<file path="config.mk">
export PLATFORM = sky130hd
export DESIGN_NAME = cache_cpu_front
export DESIGN_NICKNAME = d
export VERILOG_FILES = /design/src/rtl/cache_cpu_front.sv
export SDC_FILE = /design/constraint.sdc
export NUM_CORES = 1
export LEC_CHECK = 0
export ABC_AREA = 1
export BUFFER_PORTS_ARGS = -buffer_cell sky130_fd_sc_hd__buf_2
export CORE_UTILIZATION = 30
export CTS_BUF_LIST = sky130_fd_sc_hd__clkbuf_8
export CTS_CLUSTER_SIZE = 24
export DETAILED_ROUTE_END_ITERATION = 8
export GPL_ROUTABILITY_DRIVEN = 1
export PLACE_DENSITY_LB_ADDON = 0.12
export SYNTH_ARGS = -nofsm -noshare
export SYNTH_HDL_FRONTEND = slang
export SYNTH_SLANG_ARGS = --single-unit
export TNS_END_PERCENT = 20
</file>
<file path="constraint.sdc">
create_clock -name clk -period 5.7 [get_ports clk]
set_clock_uncertainty 0.2 [all_clocks]
set_input_delay 1.14 -clock clk [delete_from_list [all_inputs] [get_ports clk]]
set_output_delay 1.14 -clock clk [all_outputs]
set_load 0.01 [all_outputs]
</file>
<file path="src/rtl/cache_cpu_front.sv">
// cache_cpu_front
// CPU-side front end of the data cache, directly upstream of the cache controller.
// Takes one word request per transaction, splits the address into {tag, idx, offset},
// holds it stable on the controller interface until hit, then returns a registered
// one-cycle response. Adds alignment checking, a miss watchdog and hit/miss counters.
//
// Ports
//   clk, reset                  clock; asynchronous active-low reset
//   req_valid/write/addr/wdata  CPU request (held by the CPU until req_ready)
//   req_ready                   front is idle and can accept a request
//   resp_valid/rdata/err        one-cycle response; rdata holds until next load hit
//   c_en/write_en/tag/idx/      registered controller request, stable during ACCESS
//   offset/data
//   c_hit, c_out                controller hit (same cycle) and read word
//   stat_clr                    synchronous clear of both counters
//   hit_count, miss_count       saturating performance counters
module cache_cpu_front #(
  parameter int unsigned TAG_WIDTH    = 22,
  parameter int unsigned SET_WIDTH    = 4,
  parameter int unsigned LINE_WIDTH   = 6,
  parameter int unsigned MISS_TIMEOUT = 1024
) (
  input  logic                  clk,
  input  logic                  reset,
  input  logic                  req_valid,
  input  logic                  req_write,
  input  logic [31:0]           req_addr,
  input  logic [31:0]           req_wdata,
  output logic                  req_ready,
  output logic                  resp_valid,
  output logic [31:0]           resp_rdata,
  output logic                  resp_err,
  output logic                  c_en,
  output logic                  c_write_en,
  output logic [TAG_WIDTH-1:0]  c_tag,
  output logic [SET_WIDTH-1:0]  c_idx,
  output logic [LINE_WIDTH-1:0] c_offset,
  output logic [31:0]           c_data,
  input  logic                  c_hit,
  input  logic [31:0]           c_out,
  input  logic                  stat_clr,
  output logic [31:0]           hit_count,
  output logic [31:0]           miss_count
);

  localparam int unsigned WdWidth = $clog2(MISS_TIMEOUT);
  localparam logic [WdWidth-1:0] WdMax = WdWidth'(MISS_TIMEOUT - 1);

  typedef enum logic [0:0] {StIdle, StAccess} state_e;

  state_e               state_q, state_d;
  logic                 write_q, write_d;
  logic [31:0]          addr_q, addr_d;
  logic [31:0]          wdata_q, wdata_d;
  logic [WdWidth-1:0]   wd_cnt_q, wd_cnt_d;
  logic                 first_q, first_d;
  logic                 resp_valid_q, resp_valid_d;
  logic                 resp_err_q, resp_err_d;
  logic [31:0]          resp_rdata_q, resp_rdata_d;
  logic [31:0]          hit_count_q, hit_count_d;
  logic [31:0]          miss_count_q, miss_count_d;
  logic                 hit_inc, miss_inc;

  always_comb begin
    state_d      = state_q;
    write_d      = write_q;
    addr_d       = addr_q;
    wdata_d      = wdata_q;
    wd_cnt_d     = wd_cnt_q;
    first_d      = first_q;
    resp_valid_d = 1'b0;
    resp_err_d   = 1'b0;
    resp_rdata_d = resp_rdata_q;
    hit_inc      = 1'b0;
    miss_inc     = 1'b0;

    unique case (state_q)
      StIdle: begin
        if (req_valid) begin
          if (req_addr[1:0] != 2'b00) begin
            // Misaligned: reject without touching the controller.
            resp_valid_d = 1'b1;
            resp_err_d   = 1'b1;
          end else begin
            write_d  = req_write;
            addr_d   = req_addr;
            wdata_d  = req_wdata;
            wd_cnt_d = '0;
            first_d  = 1'b1;
            state_d  = StAccess;
          end
        end
      end
      StAccess: begin
        if (c_hit) begin
          if (!write_q) begin
            resp_rdata_d = c_out;
          end
          resp_valid_d = 1'b1;
          state_d      = StIdle;
          hit_inc      = first_q;
          miss_inc     = !first_q;
        end else begin
          first_d  = 1'b0;
          wd_cnt_d = wd_cnt_q + 1'b1;
          if (wd_cnt_q == WdMax) begin
            resp_valid_d = 1'b1;
            resp_err_d   = 1'b1;
            state_d      = StIdle;
          end
        end
      end
      default: state_d = StIdle;
    endcase
  end

  // Counters saturate; a clear in the same cycle as an increment wins.
  always_comb begin
    hit_count_d  = hit_count_q;
    miss_count_d = miss_count_q;
    if (stat_clr) begin
      hit_count_d  = '0;
      miss_count_d = '0;
    end else begin
      if (hit_inc && (hit_count_q != 32'hFFFF_FFFF)) begin
        hit_count_d = hit_count_q + 32'd1;
      end
      if (miss_inc && (miss_count_q != 32'hFFFF_FFFF)) begin
        miss_count_d = miss_count_q + 32'd1;
      end
    end
  end

  always_ff @(posedge clk or negedge reset) begin
    if (!reset) begin
      state_q      <= StIdle;
      write_q      <= 1'b0;
      addr_q       <= '0;
      wdata_q      <= '0;
      wd_cnt_q     <= '0;
      first_q      <= 1'b0;
      resp_valid_q <= 1'b0;
      resp_err_q   <= 1'b0;
      resp_rdata_q <= '0;
      hit_count_q  <= '0;
      miss_count_q <= '0;
    end else begin
      state_q      <= state_d;
      write_q      <= write_d;
      addr_q       <= addr_d;
      wdata_q      <= wdata_d;
      wd_cnt_q     <= wd_cnt_d;
      first_q      <= first_d;
      resp_valid_q <= resp_valid_d;
      resp_err_q   <= resp_err_d;
      resp_rdata_q <= resp_rdata_d;
      hit_count_q  <= hit_count_d;
      miss_count_q <= miss_count_d;
    end
  end

  // Controller request fields come straight from the latched request registers.
  assign req_ready  = (state_q == StIdle);
  assign c_en       = (state_q == StAccess);
  assign c_write_en = write_q;
  assign c_data     = wdata_q;
  assign c_tag      = addr_q[31 -: TAG_WIDTH];
  assign c_idx      = addr_q[LINE_WIDTH +: SET_WIDTH];
  assign c_offset   = addr_q[LINE_WIDTH-1:0];
  assign resp_valid = resp_valid_q;
  assign resp_err   = resp_err_q;
  assign resp_rdata = resp_rdata_q;
  assign hit_count  = hit_count_q;
  assign miss_count = miss_count_q;

endmodule

</file>
**After elaboration in Yosys (flattened, before gate mapping)**

Cells that the tools add are included.

- Word-level logic and storage cells: 60
- Flip-flop bits (word level): 175
- Input bits: 102
- Output and inout port bits: 165

- Equality and inequality tests: 6
- Add/subtract/negate cells: 3
- Muxes and demuxes: 27
- Bitwise logic cells: 3
- Reductions and logical operators: 10

Operators by type and width:

| kind | count |
|---|---|
| 2-to-1 mux 32 bit | 4 |
| adder 32 x 1 -> 32 bit (second input constant) | 2 |
| inequality test 32 bit (second input constant) | 2 |
| 2-to-1 mux 10 bit | 3 |
| one-hot mux 10 bit (2 select lines) | 1 |
| 2-to-1 mux 1 bit | 15 |
| adder 10 x 1 -> 10 bit (second input constant) | 1 |
| equality test 10 bit (second input constant) | 1 |
| AND reduction 3 bit | 3 |
| one-hot mux 1 bit (2 select lines) | 4 |
| inequality test 2 bit (second input constant) | 3 |
| nonzero test 2 bit | 3 |
| inverter 1 bit | 3 |
| logical AND 1 bit | 2 |
| AND reduction 2 bit | 1 |
| zero test 1 bit | 1 |

**Logic depth before layout (Yosys ltp)**

- Word-level depth: 6
- Depth in mapped cells: 11
- Depth with buffers taken out: 11

**Least setup slack after synthesis**

OpenSTA, ideal clock, no wires.

- Kind: input port to flip-flop
- Start: in c_hit
- End: reg resp_rdata_q[11] (netlist: resp_rdata[11])
- Arrival: 2067 ps
- Buffers on the path: 2
- Library setup time: 125 ps
- Cell stages on the path: 5
- Data required time: 5375 ps
- Path slack: 3308 ps
- Cells stage by stage: nand2_2 or2_1 clkbuf_1 buf_2 mux2_2

- Cells in the longest elaborated chain, start to end: 1

Ends and longest elaborated chain:

| what | RTL line | source |
|---|---|---|
| start, declared | 39 | `input logic c_hit,` |
| AND reduction 3 bit (no source line) | -- |  |
| end signal, assigned | 156 | `resp_rdata_q <= resp_rdata_d;` |
| end, declared | 59 | `logic [31:0] resp_rdata_q, resp_rdata_d;` |

No other way between the ends.
A chain may end at the register's enable or synchronous reset.

**Final worst setup path**

- Start: in req_valid
- End: reg wd_cnt_q[7]

- Cells in the longest elaborated chain, start to end: 2

Ends and longest elaborated chain:

| what | RTL line | source |
|---|---|---|
| start, declared | 25 | `input logic req_valid,` |
| inequality test 2 bit (no source line) | -- |  |
| AND reduction 3 bit (no source line) | -- |  |
| end signal, assigned | 152 | `wd_cnt_q <= wd_cnt_d;` |
| end, declared | 55 | `logic [WdWidth-1:0] wd_cnt_q, wd_cnt_d;` |

No other way between the ends.

==> impl_metrics.csv <==
group,metric,value,unit
clocking,clk_path_buf_depth,2,
drt,wl,26700,um
die,dieArea,0.0303,mm2
finish,final_cells,1761,
setup_path,critPathCapture,"wd_cnt_q[7]",
timing,fmax,376,MHz
grt,grt_pass1_vias,7702,
min_path,hp-class,"flip-flop to flip-flop",
pwr,p_sw_share,33.8,%
clocking,cts_tree,"yes",
setup_path,critPathRequiredTime,5.86,ns
synthesis,netlist_instances,1104,
timing,timing.final.max_slew_violations,0,
clocking,hold_buffers,0,
grt,antenna_found_initial,4,
finish,drive_gt1_share,28.6,%
synthesis,synth-edff-count,0,
synthesis,ys_seq_area_share,49.2,%
pwr,combPwrFrac,18.8,%
place,placed_cells,1727,
place,dp_hpwl,19600,um
job,cap_violations,0,
clocking,clk_latency,0.46,ns
pwr,leakagePower,5.69,nW
drt,vias_per_cell,4.49,
timing,period_minus_slack,2.66,ns
clocking,root_buffer,"clkbuf_8",
synthesis,async_flop_share,100,%
die,die_x,174,um
clocking,cts.repair.resized,0,
pwr,power.switching,0.00103,W
timing,rsz0062_at_grt,"no",
die,floorplan.initialDensity,30.7,%
setup_path,reg2reg_to,"wd_cnt_q[7]",
die,core-area,0.0289,mm2
synthesis,synth-seq-cells,175,
die,num_rows,62,
setup_path,critPathArrivalTime,2.82,ns
grt,use_met3,6.08,%
synthesis,yosysWarnings,0,
status,status,"finished clean",
timing,relSlewSlack,48.1,%
clocking,cts_sinks,175,
drt,post-route-drc-count,0,
grt,grt_pass1_wl,42700,um
setup_path,critPathMaxFanout,70,
grt,grt_util_met1,23.6,%
synthesis,synth.avg_cell_area,8.06,um2
synthesis,syn_nets,1209,
setup_path,reg2reg_depth,10,
setup_path,startpoint,"req_valid",
setup_path,criticalPathCategory,"primary input to flip-flop",
timing,final-hold-violation-count,0,
drt,avgRoutedWirePerCell,15.1,um
min_path,min_path_cells,2,
drt,drt-initial-drc-count,311,
clocking,cts-buffers-inserted,17,
timing,finalSetupViolations,0,
synthesis,synth_area,0.00889,mm2
pwr,ir_worst_vdd,139,uV
grt,grt_use_total,17.9,%
finish,area_delta_synth_final,24.0,%
grt,overflow,0,
die,ioPinCount,267,
synthesis,synth_cell_type_count,38,
finish,nets,1467,
clocking,cts_setup_buffers,0,
setup_path,startpoint_type,"primary input",
synthesis,ys.flop_type,"dfrtp_1",
setup_path,r2r_slack,3.28,ns
timing,tightest_slew,0.779,ns
clocking,clkTransAtPathRegs,0.11,ns
setup_path,timing.rr.start,"c_en",
drt,ant_nets,0,
timing,setup_tns,0,ns
drt,dr.pass1.iters,4,
place,io_buffers,266,
die,die_h,174,um
pwr,intPower,0.00202,W
timing,whs,0.288,ns
grt,busiest_layer,"met2",
setup_path,crit_path_end_kind,"flip-flop",
grt,met2_usage,28.6,%
drt,vias,7901,
pwr,p_seq_share,49.5,%
pwr,p_per_area,277,mW/mm2
place,place.gp.congestion,0.866,
timing,fin_crit_sh,46.7,%
clocking,htree_levels,4,
grt,grt_max_degree,97,
pwr,power.share.clock,31.6,%
==> through the flow <==
stage	worst slack (ns)	util, %	power (W)	area, um2
after detailed placement	2.57	36.5	0.00213	10600
after floorplan	3.31	-	0.00181	8890
final	3.04	38.1	0.00305	11000
after global placement	2.58	36.5	0.00212	10600
after CTS	3.05	38.1	0.00312	11000
after global routing	2.86	38.1	0.00323	11000
==> placed cells by master (no fill, tap or decap), types with 3 or more instances in the layout <==
cell and n:
xor2_1 12, xnor2_1 10, mux2_1 5, nand3_1 72
inv_1 84, ha_1 3, inv_12 4, nor2_2 8
o21ai_1 9, buf_2 265, nor2_4 6, a21oi_1 13
clkinv_8 7, nand4_1 15, dfrtp_1 175, nand3b_1 3
nand2_4 3, nand3_4 3, o21ai_2 13, o21ai_0 21
nor2_1 121, nor3_1 6, mux2_2 27, nand2_2 11
buf_4 4, nand2_1 428, clkbuf_8 18, nand3_2 11
==> sequential cells by signal, summed over array words and instances, names as in the netlist <==
signal,count
addr_q,32
c_en,1
miss_count,32
c_write_en,1
first_q,1
resp_valid,1
hit_count,32
wd_cnt_q,10
resp_rdata,32
resp_err,1
c_data,32
==> per-layer routing <==
layer | share of wire, % | vias up
li1 | - | 3987
met1 | 45 | 3661
met2 | 46 | 237
met3 | 8.1 | 14
met4 | 0.63 | 2
met5 | 0.064 | -
==> cell families (layout without fill, tap and decap cells) <==
group                    after synthesis  in the layout  share of synthesized area [%]
AO/OA/AOI/OAI                         61             61                           4.25
XOR/XNOR                              22             22                           2.17
adder cells (fa/ha/maj)                3              3                          0.422
buffers and inverters                118            389                           5.85
flip-flops                           175            175                           49.2
multiplexers                          32             32                           4.05
other                                  0              2                              0
AND/OR/NAND/NOR                      693            693                           34.0
==> cell usage after synthesis, types with 9 or more instances <==
cell	count	area share (%)
nor2_1	121	5.1
clkbuf_1	12	0.51
nand3_2	11	1.2
o21ai_2	13	1.3
o21ai_1	9	0.51
nand4_1	15	1.1
inv_1	85	3.6
o21ai_0	21	1.2
a21oi_1	13	0.73
buf_2	13	0.73
nand2_1	429	18
xnor2_1	10	0.98
nand2_2	10	0.70
mux2_2	27	3.4
dfrtp_1	175	49
xor2_1	12	1.2
nand3_1	72	4.1
==> critical path, cell delays in order <==
cell and delay [ns]:
buf_2 0.10, inv_1 0.04, nor2_1 0.05, nand2_2 0.08, buf_4 0.62, nand2_2 0.27
nand2_1 0.19, nor2_1 0.07, nand2_1 0.08, nand2_1 0.05, nand2_1 0.05, nor2_1 0.05
==> area by class of cell <==
type / instances / area [um2]
Antenna cell: 2 / 5.00
Clock buffer: 17 / 234
Clock inverter: 15 / 219
Fill cell: 3090 / 17900
Inverter: 86 / 323
Multi-Input combinational cell: 811 / 4000
Sequential cell: 175 / 4380
Tap cell: 384 / 480
Timing Repair Buffer: 271 / 1390
==> how the worst min path moves through the flow <==
stage | from | end | slack, ns
after floorplan | wd_cnt_q[3] | wd_cnt_q[3] | 0.28
after global placement | addr_q[4] | addr_q[4] | 0.26
after detailed placement | c_data[7] | c_data[7] | 0.26
after CTS | c_data[7] | c_data[7] | 0.29
after global routing | addr_q[3] | addr_q[3] | 0.31
final | addr_q[14] | addr_q[14] | 0.29
==> power groups by stage <==
stage                     logic, W  registers [W]  clock network [W]
after floorplan           0.000199        0.00161                  0
after global placement    0.000589        0.00153                  0
after detailed placement  0.000595        0.00153                  0
after CTS                 0.000592        0.00151            0.00101
after global routing      0.000639        0.00154            0.00105
final                     0.000575        0.00151           0.000965
No activity file was read; power rests on OpenSTA's default activity.
